--- src/rtl/seq_lock_n.sv ---
// Registered partial-activity detector: z is high while some but not all of x are high,
// with a lockout after all-high that clears on all-low. Optional timeout: SEQ_LOCK_TIMEOUT_EN.
module seq_lock_n #(
  parameter int N       = 2,
  parameter int CNT_W   = 8,
  parameter int TIMEOUT = 16
) (
  input  logic             clk,
  input  logic             rst,
  input  logic [N-1:0]     x,
  input  logic             cnt_clr,
  output logic             z,
  output logic             locked,
  output logic [1:0]       state,
  output logic [CNT_W-1:0] act_cnt
);

  typedef enum logic [1:0] {
    IDLE   = 2'b00,
    ACTIVE = 2'b01,
    LOCKED = 2'b10
  } state_t;

  localparam logic [CNT_W-1:0] CNT_MAX = '1;

  state_t state_q;
  logic   is_zero;
  logic   is_all;
  logic   is_part;

  assign is_zero = (x == '0);
  assign is_all  = (x == '1);
  assign is_part = !is_zero && !is_all;
  assign state   = state_q;

`ifdef SEQ_LOCK_TIMEOUT_EN
  localparam int TW = $clog2(TIMEOUT + 1);
  localparam logic [TW-1:0] TIMER_LAST = TW'(TIMEOUT - 1);
  logic [TW-1:0] timer_q;
`endif

  // z and locked are registered copies of the next state, so they never glitch.
  always_ff @(posedge clk) begin
    if (rst) begin
      state_q <= IDLE;
      z       <= 1'b0;
      locked  <= 1'b0;
      act_cnt <= '0;
`ifdef SEQ_LOCK_TIMEOUT_EN
      timer_q <= '0;
`endif
    end else begin
      // NOTE: every register in this block uses <= so all of them see the same pre-edge state.
      case (state_q)
        IDLE, ACTIVE: begin
          if (is_zero) begin
            state_q <= IDLE;
            z       <= 1'b0;
            locked  <= 1'b0;
          end else if (is_all) begin
            state_q <= LOCKED;
            z       <= 1'b0;
            locked  <= 1'b1;
          end else begin
            state_q <= ACTIVE;
            z       <= 1'b1;
            locked  <= 1'b0;
`ifdef SEQ_LOCK_TIMEOUT_EN
            if (state_q == IDLE) begin
              timer_q <= '0;
            end else if (timer_q == TIMER_LAST) begin
              state_q <= LOCKED;
              z       <= 1'b0;
              locked  <= 1'b1;
            end else begin
              timer_q <= timer_q + 1'b1;
            end
`endif
          end
        end
        LOCKED: begin
          if (is_zero) begin
            state_q <= IDLE;
            z       <= 1'b0;
            locked  <= 1'b0;
          end else begin
            state_q <= LOCKED;
            z       <= 1'b0;
            locked  <= 1'b1;
          end
        end
        default: begin
          state_q <= IDLE;
          z       <= 1'b0;
          locked  <= 1'b0;
        end
      endcase

      // Only fresh IDLE->ACTIVE entries count; clear has priority over the increment.
      if (cnt_clr) begin
        act_cnt <= '0;
      end else if (state_q == IDLE && is_part && act_cnt != CNT_MAX) begin
        act_cnt <= act_cnt + 1'b1;
      end
    end
  end

endmodule

--- config.mk ---
export PLATFORM = sky130hd
export DESIGN_NAME = seq_lock_n
export DESIGN_NICKNAME = d
export VERILOG_FILES = /design/src/rtl/seq_lock_n.sv
export SDC_FILE = /design/constraint.sdc
export NUM_CORES = 1
export LEC_CHECK = 0
export ABC_AREA = 1
export CAP_MARGIN = 20
export CORE_AREA = 10 10 47 49
export CTS_CLUSTER_DIAMETER = 200
export DETAILED_ROUTE_END_ITERATION = 8
export DIE_AREA = 0 0 57 59
export GPL_ROUTABILITY_DRIVEN = 1
export PLACE_DENSITY = 0.77
export SLEW_MARGIN = 40
export SYNTH_ARGS = -nofsm -noshare
export SYNTH_HDL_FRONTEND = slang
export SYNTH_SLANG_ARGS = --single-unit
--- constraint.sdc ---
create_clock -name clk -period 2.85 [get_ports clk]
set_input_delay 0.285 -clock clk [delete_from_list [all_inputs] [get_ports clk]]
set_output_delay 0.285 -clock clk [all_outputs]
set_load 0.01 [all_outputs]
Word-level counts from Yosys, hierarchy flattened
Index checks and enable logic that the tools add are counted.
{"block": "op_classes", "addsub": 1, "n_eq_ne": 4, "muxes": 9, "bitwise": 1, "reduce_logical": 10}
{"op": "$add A8 B1 Y8 const B", "n": 1}
{"op": "$ne A8 B8 Y1 const B", "n": 1}
{"op": "$mux W2", "n": 3}
{"op": "$eq A2 B2 Y1 const B", "n": 2}
{"op": "$logic_not A2 Y1", "n": 2}
{"op": "$mux W1", "n": 4}
{"op": "$pmux W2 S2", "n": 1}
{"op": "$reduce_or A2 Y1", "n": 2}
{"op": "$logic_and A1 B1 Y1", "n": 3}
{"op": "$reduce_or A3 Y1", "n": 1}
{"op": "$eq A2 B1 Y1 const B", "n": 1}
{"op": "$logic_not A1 Y1", "n": 2}
{"op": "$pmux W1 S2", "n": 1}
{"op": "$not A1 Y1", "n": 1}
{"block": "totals", "register_bits": 12, "input_bits": 5, "output_inout_bits": 12, "wordCells": 29}

Depth between registers and ports, before layout
{"block": "logic_depth", "word_depth": 5, "ltp_mapped": 8, "mapped_depth_nobuf": 8}

Least setup slack after synthesis
No wires, ideal clock.
{"block": "synth_timing", "path_kind": "reg2reg", "start": "reg act_cnt[0]", "end": "reg act_cnt[5]", "setup_time_ns": 0.113, "t_arrival_ns": 1.164, "slack_ns": 1.573, "stages_incl_launch_ff": 9, "cell_sequence": "dfxtp_1 > ha_1 > nand2_1 > nor2_2 > nand2_4 > inv_1 > nor2_1 > nor2_1 > nor2_1"}
{"block": "synth_between", "elab_chain_cells": 2, "elab_cells_between_ends": 3, "classes_between": "1 x add/sub; 1 x eq/ne; 1 x reduce/logical"}
{"item": "from (decl)", "line": "15", "source": "output logic [CNT_W-1:0] act_cnt"}
{"item": "from (signal assigned)", "line": "103", "source": "act_cnt <= act_cnt + 1'b1;"}
{"item": "parallel branches: the longest is 2 deep, another holds $add A8 B1 Y8"}
Several ways; the timed one is not identified.
A chain may end at the register's enable or synchronous reset.

Final worst setup path
{"block": "layout_timing", "start": "reg locked", "end": "out locked"}
{"item": "from (decl)", "line": "13", "source": "output logic locked,"}
{"item": "from (signal assigned)", "line": "47", "source": "locked <= 1'b0;"}
{"item": "from (signal assigned)", "line": "59", "source": "locked <= 1'b0;"}
{"item": "from (signal assigned)", "line": "63", "source": "locked <= 1'b1;"}
No word-level cell between the ends.

==> run_results.csv <==
group,metric,value,unit
routing,via_per_inst,5.125,
global_routing,track_usage,0.09091,
logic_synthesis,syn_area,616.8,um^2
worst_setup_path,reg2reg_to,"act_cnt[3]$_SDFFE_PP0P_",
pwr,pwr-share-seq,0.504,
worst_setup_path,path_delay_family,"buffers and inverters",
worst_setup_path,crit_chain,"clkdlybuf4s50_1",
routing,detail-route-antenna-nets,0,
sta,clock.fmax,0.6222,GHz
logic_synthesis,synth_largest_area_cell,"dfxtp_1",
routing,dr.pass1.iters,4,
pwr,leakagePower,0.3512,nW
clock_network,clkSinkCount,11,
clock_network,cts_resized,0,
clock_network,numCtsBuffers,3,
sta,worst_slew_margin_rel,0.7065,
clock_network,h-tree-depth,1,
floorplan,die_y,59,um
routing,drcViolationCount,0,
sta,fin_crit,1.607,ns
worst_setup_path,start_kind,"flip-flop",
global_routing,grt_overflow,0,
logic_synthesis,syn_nets,94,
clock_network,worst_skew_pair.late_latency,0.27,ns
routing,vias,615,
worst_setup_path,worst-setup-path-type,"reg -> out",
worst_hold_path,holdCritStartpoint,"act_cnt[1]$_SDFFE_PP0P_",
sta,fin_worst_skew,0.004590,ns
floorplan,rows,14,
logic_synthesis,synth.avg_cell_area,7.257,um^2
pwr,swShare,0.2670,
global_routing,grt_pass1_vias,574,
floorplan,ioPinCount,17,
worst_setup_path,path_buf_inv,1,
pwr,combPwrFrac,0.155,
sta,period_share,0.5639,
pwr,p_int,0.2360,mW
worst_hold_path,min_to,"act_cnt[1]$_SDFFE_PP0P_",
worst_setup_path,crit_slowest_cell,"clkdlybuf4s50_1",
sta,rsz0062_at_grt,"no",
sta,worst_slew_pin_slew,0.4386,ns
final_layout,fillers,144,
clock_network,clk_pin_slew,0.07,ns
clock_network,cts_setup_buffers,0,
routing,routed_wl,1406,um
logic_synthesis,yosysSeqAreaShare,0.3570,
worst_setup_path,worst_ep_arrival_time,1.32,ns
final_layout,regArea,220.2,um^2
placed_design,place_hpwl,1050,um
worst_hold_path,hold_depth,2,
floorplan,core_region_area,1401,um^2
logic_synthesis,synth_most_common_cell,"nand2_1",
worst_setup_path,crit_fanout,6,
routing,routedWlPerCell,11.72,um
sta,slew_viol_final,0,
clock_network,holdBufCountCts,0,
logic_synthesis,synthArstFlopShare,0,
clock_network,clockBufferDepth,2,
worst_setup_path,critPathLaunch,"locked$_SDFF_PP0_",
pwr,ir_drop,0.2530,mV
global_routing,grt_max_degree,11,
worst_setup_path,reg2reg_depth,6,
logic_synthesis,synth_area_leaders,"dfxtp_1, nand2_1, ha_1",
sta,finalSetupViolations,0,
worst_setup_path,slowest_delay,0.59,ns
worst_hold_path,hold_class,"reg -> reg",
final_layout,multiInputGateArea,344.1,um^2
global_routing,antenna_found_initial,0,
run_status,status,"complete, no violations",
routing,drt-initial-drc-count,11,
placed_design,port-buffer-count,16,
run,drv_cap,0,
pwr,design_power_total,0.3220,mW
clock_network,tritoncts,"yes",
floorplan,die_w,57,um
logic_synthesis,synth.distinct_cells,19,
logic_synthesis,yosys_warnings,0,
logic_synthesis,synth_top_area_frac,0.3570,
logic_synthesis,synth-edff-count,0,
sta,setup_tns,0,ns
final_layout,area_growth,32.25,%
worst_setup_path,cp-end-kind,"output port",
floorplan,dieArea,3363,um^2
placed_design,pre_cts_ws,0.9718,ns
worst_setup_path,reg2reg_slack,1.48,ns
placed_design,gp_congestion,0.7032,
sta,fin_ws,1.243,ns
logic_synthesis,yosys-top-cells-count,"nand2_1, inv_1, nor2_1",
worst_setup_path,rr_startpoint,"act_cnt[0]$_SDFFE_PP0P_",
logic_synthesis,ys_seq_elements,11,
pwr,power_frac_clock,0.341,
sta,hold_viol,0,
pwr,switchingPower,0.08599,mW
logic_synthesis,synth_ff_type,"dfxtp_1",
floorplan,floorplan.initialDensity,0.4402,
pwr,p_per_area,394.7,nW/um^2
worst_setup_path,crit_required,2.57,ns
clock_network,cts_root_buf,"clkbuf_4",
final_layout,layout.nets,114,
final_layout,antenna-diode-count,0,
global_routing,grt_pass1_wl,2442,um
logic_synthesis,synthCells,85,
final_layout,layout-drive-gt1-share,0.1154,
per-stage QoR:
stage | std cells | utilization | area (um^2) | hold WS, ns
6_report | 120 | 0.5821 | 815.8 | 0.5153
5_1_grt | 120 | 0.5821 | 815.8 | 0.5510
4_1_cts | 120 | 0.5821 | 815.8 | 0.5113
3_5_place_dp | 116 | 0.5634 | 789.5 | 0.4980
3_3_place_gp | 116 | 0.5634 | 789.5 | 0.4902
2_1_floorplan | 85 | - | 616.8 | 0.3570
flip-flops by register name (all words and copies together) (netlist names):
register  cells
act_cnt       8
z             1
state         1
locked        1
worst max-delay path by stage:
stage,endpoint,cells past startpoint
after floorplan,act_cnt[5]$_SDFFE_PP0P_,8
after global placement,act_cnt[6]$_SDFFE_PP0P_,8
after detailed placement,act_cnt[5]$_SDFFE_PP0P_,9
after CTS,locked,1
after global routing,act_cnt[7]$_SDFFE_PP0P_,8
final,locked,1
logic make-up (layout without fill, tap and decap cells):
kind of cell	Yosys count	in the layout	synth area share
buf+inv	13	32	0.08519
compound gates	6	6	0.05679
simple gates	51	51	0.4199
flops	11	11	0.3570
fa+ha+maj	4	4	0.08114
power groups by stage:
stage / clock (mW) / sequential, mW / combinational [mW]
after floorplan: 0 / 0.168 / 0.0264
after detailed placement: 0 / 0.166 / 0.0494
after global routing: 0.123 / 0.163 / 0.0556
final: 0.110 / 0.162 / 0.0498
after CTS: 0.112 / 0.162 / 0.0504
after global placement: 0 / 0.166 / 0.0490
final cells by class:
type                            instances  share of cell area
Sequential cell                        11              0.2699
Inverter                               12             0.05521
Tap cell                               16             0.02454
Clock buffer                            4             0.03221
Timing Repair Buffer                   16              0.1963
Multi-Input combinational cell         61              0.4218
placed cells by master (no fill, tap or decap), drive strengths merged:
cell / count
clkbuf: 4
inv: 12
nand3b: 1
nor3: 3
a21oi: 4
o21ai: 1
nor4: 1
clkdlybuf4s50: 16
nand4: 3
nand3: 8
nand2: 19
a31oi: 1
nor2: 16
dfxtp: 11
ha: 4
routing by layer:
metal | vias up | global-route usage | routed length, um
met5 | - | 0 | 0
li1 | 312 | - | -
met3 | 9 | 0.03648 | 108
met2 | 23 | 0.1519 | 645
met4 | 0 | 0.07718 | 70
met1 | 271 | 0.08585 | 581
Note: power is estimated with default switching activity, not from simulation.
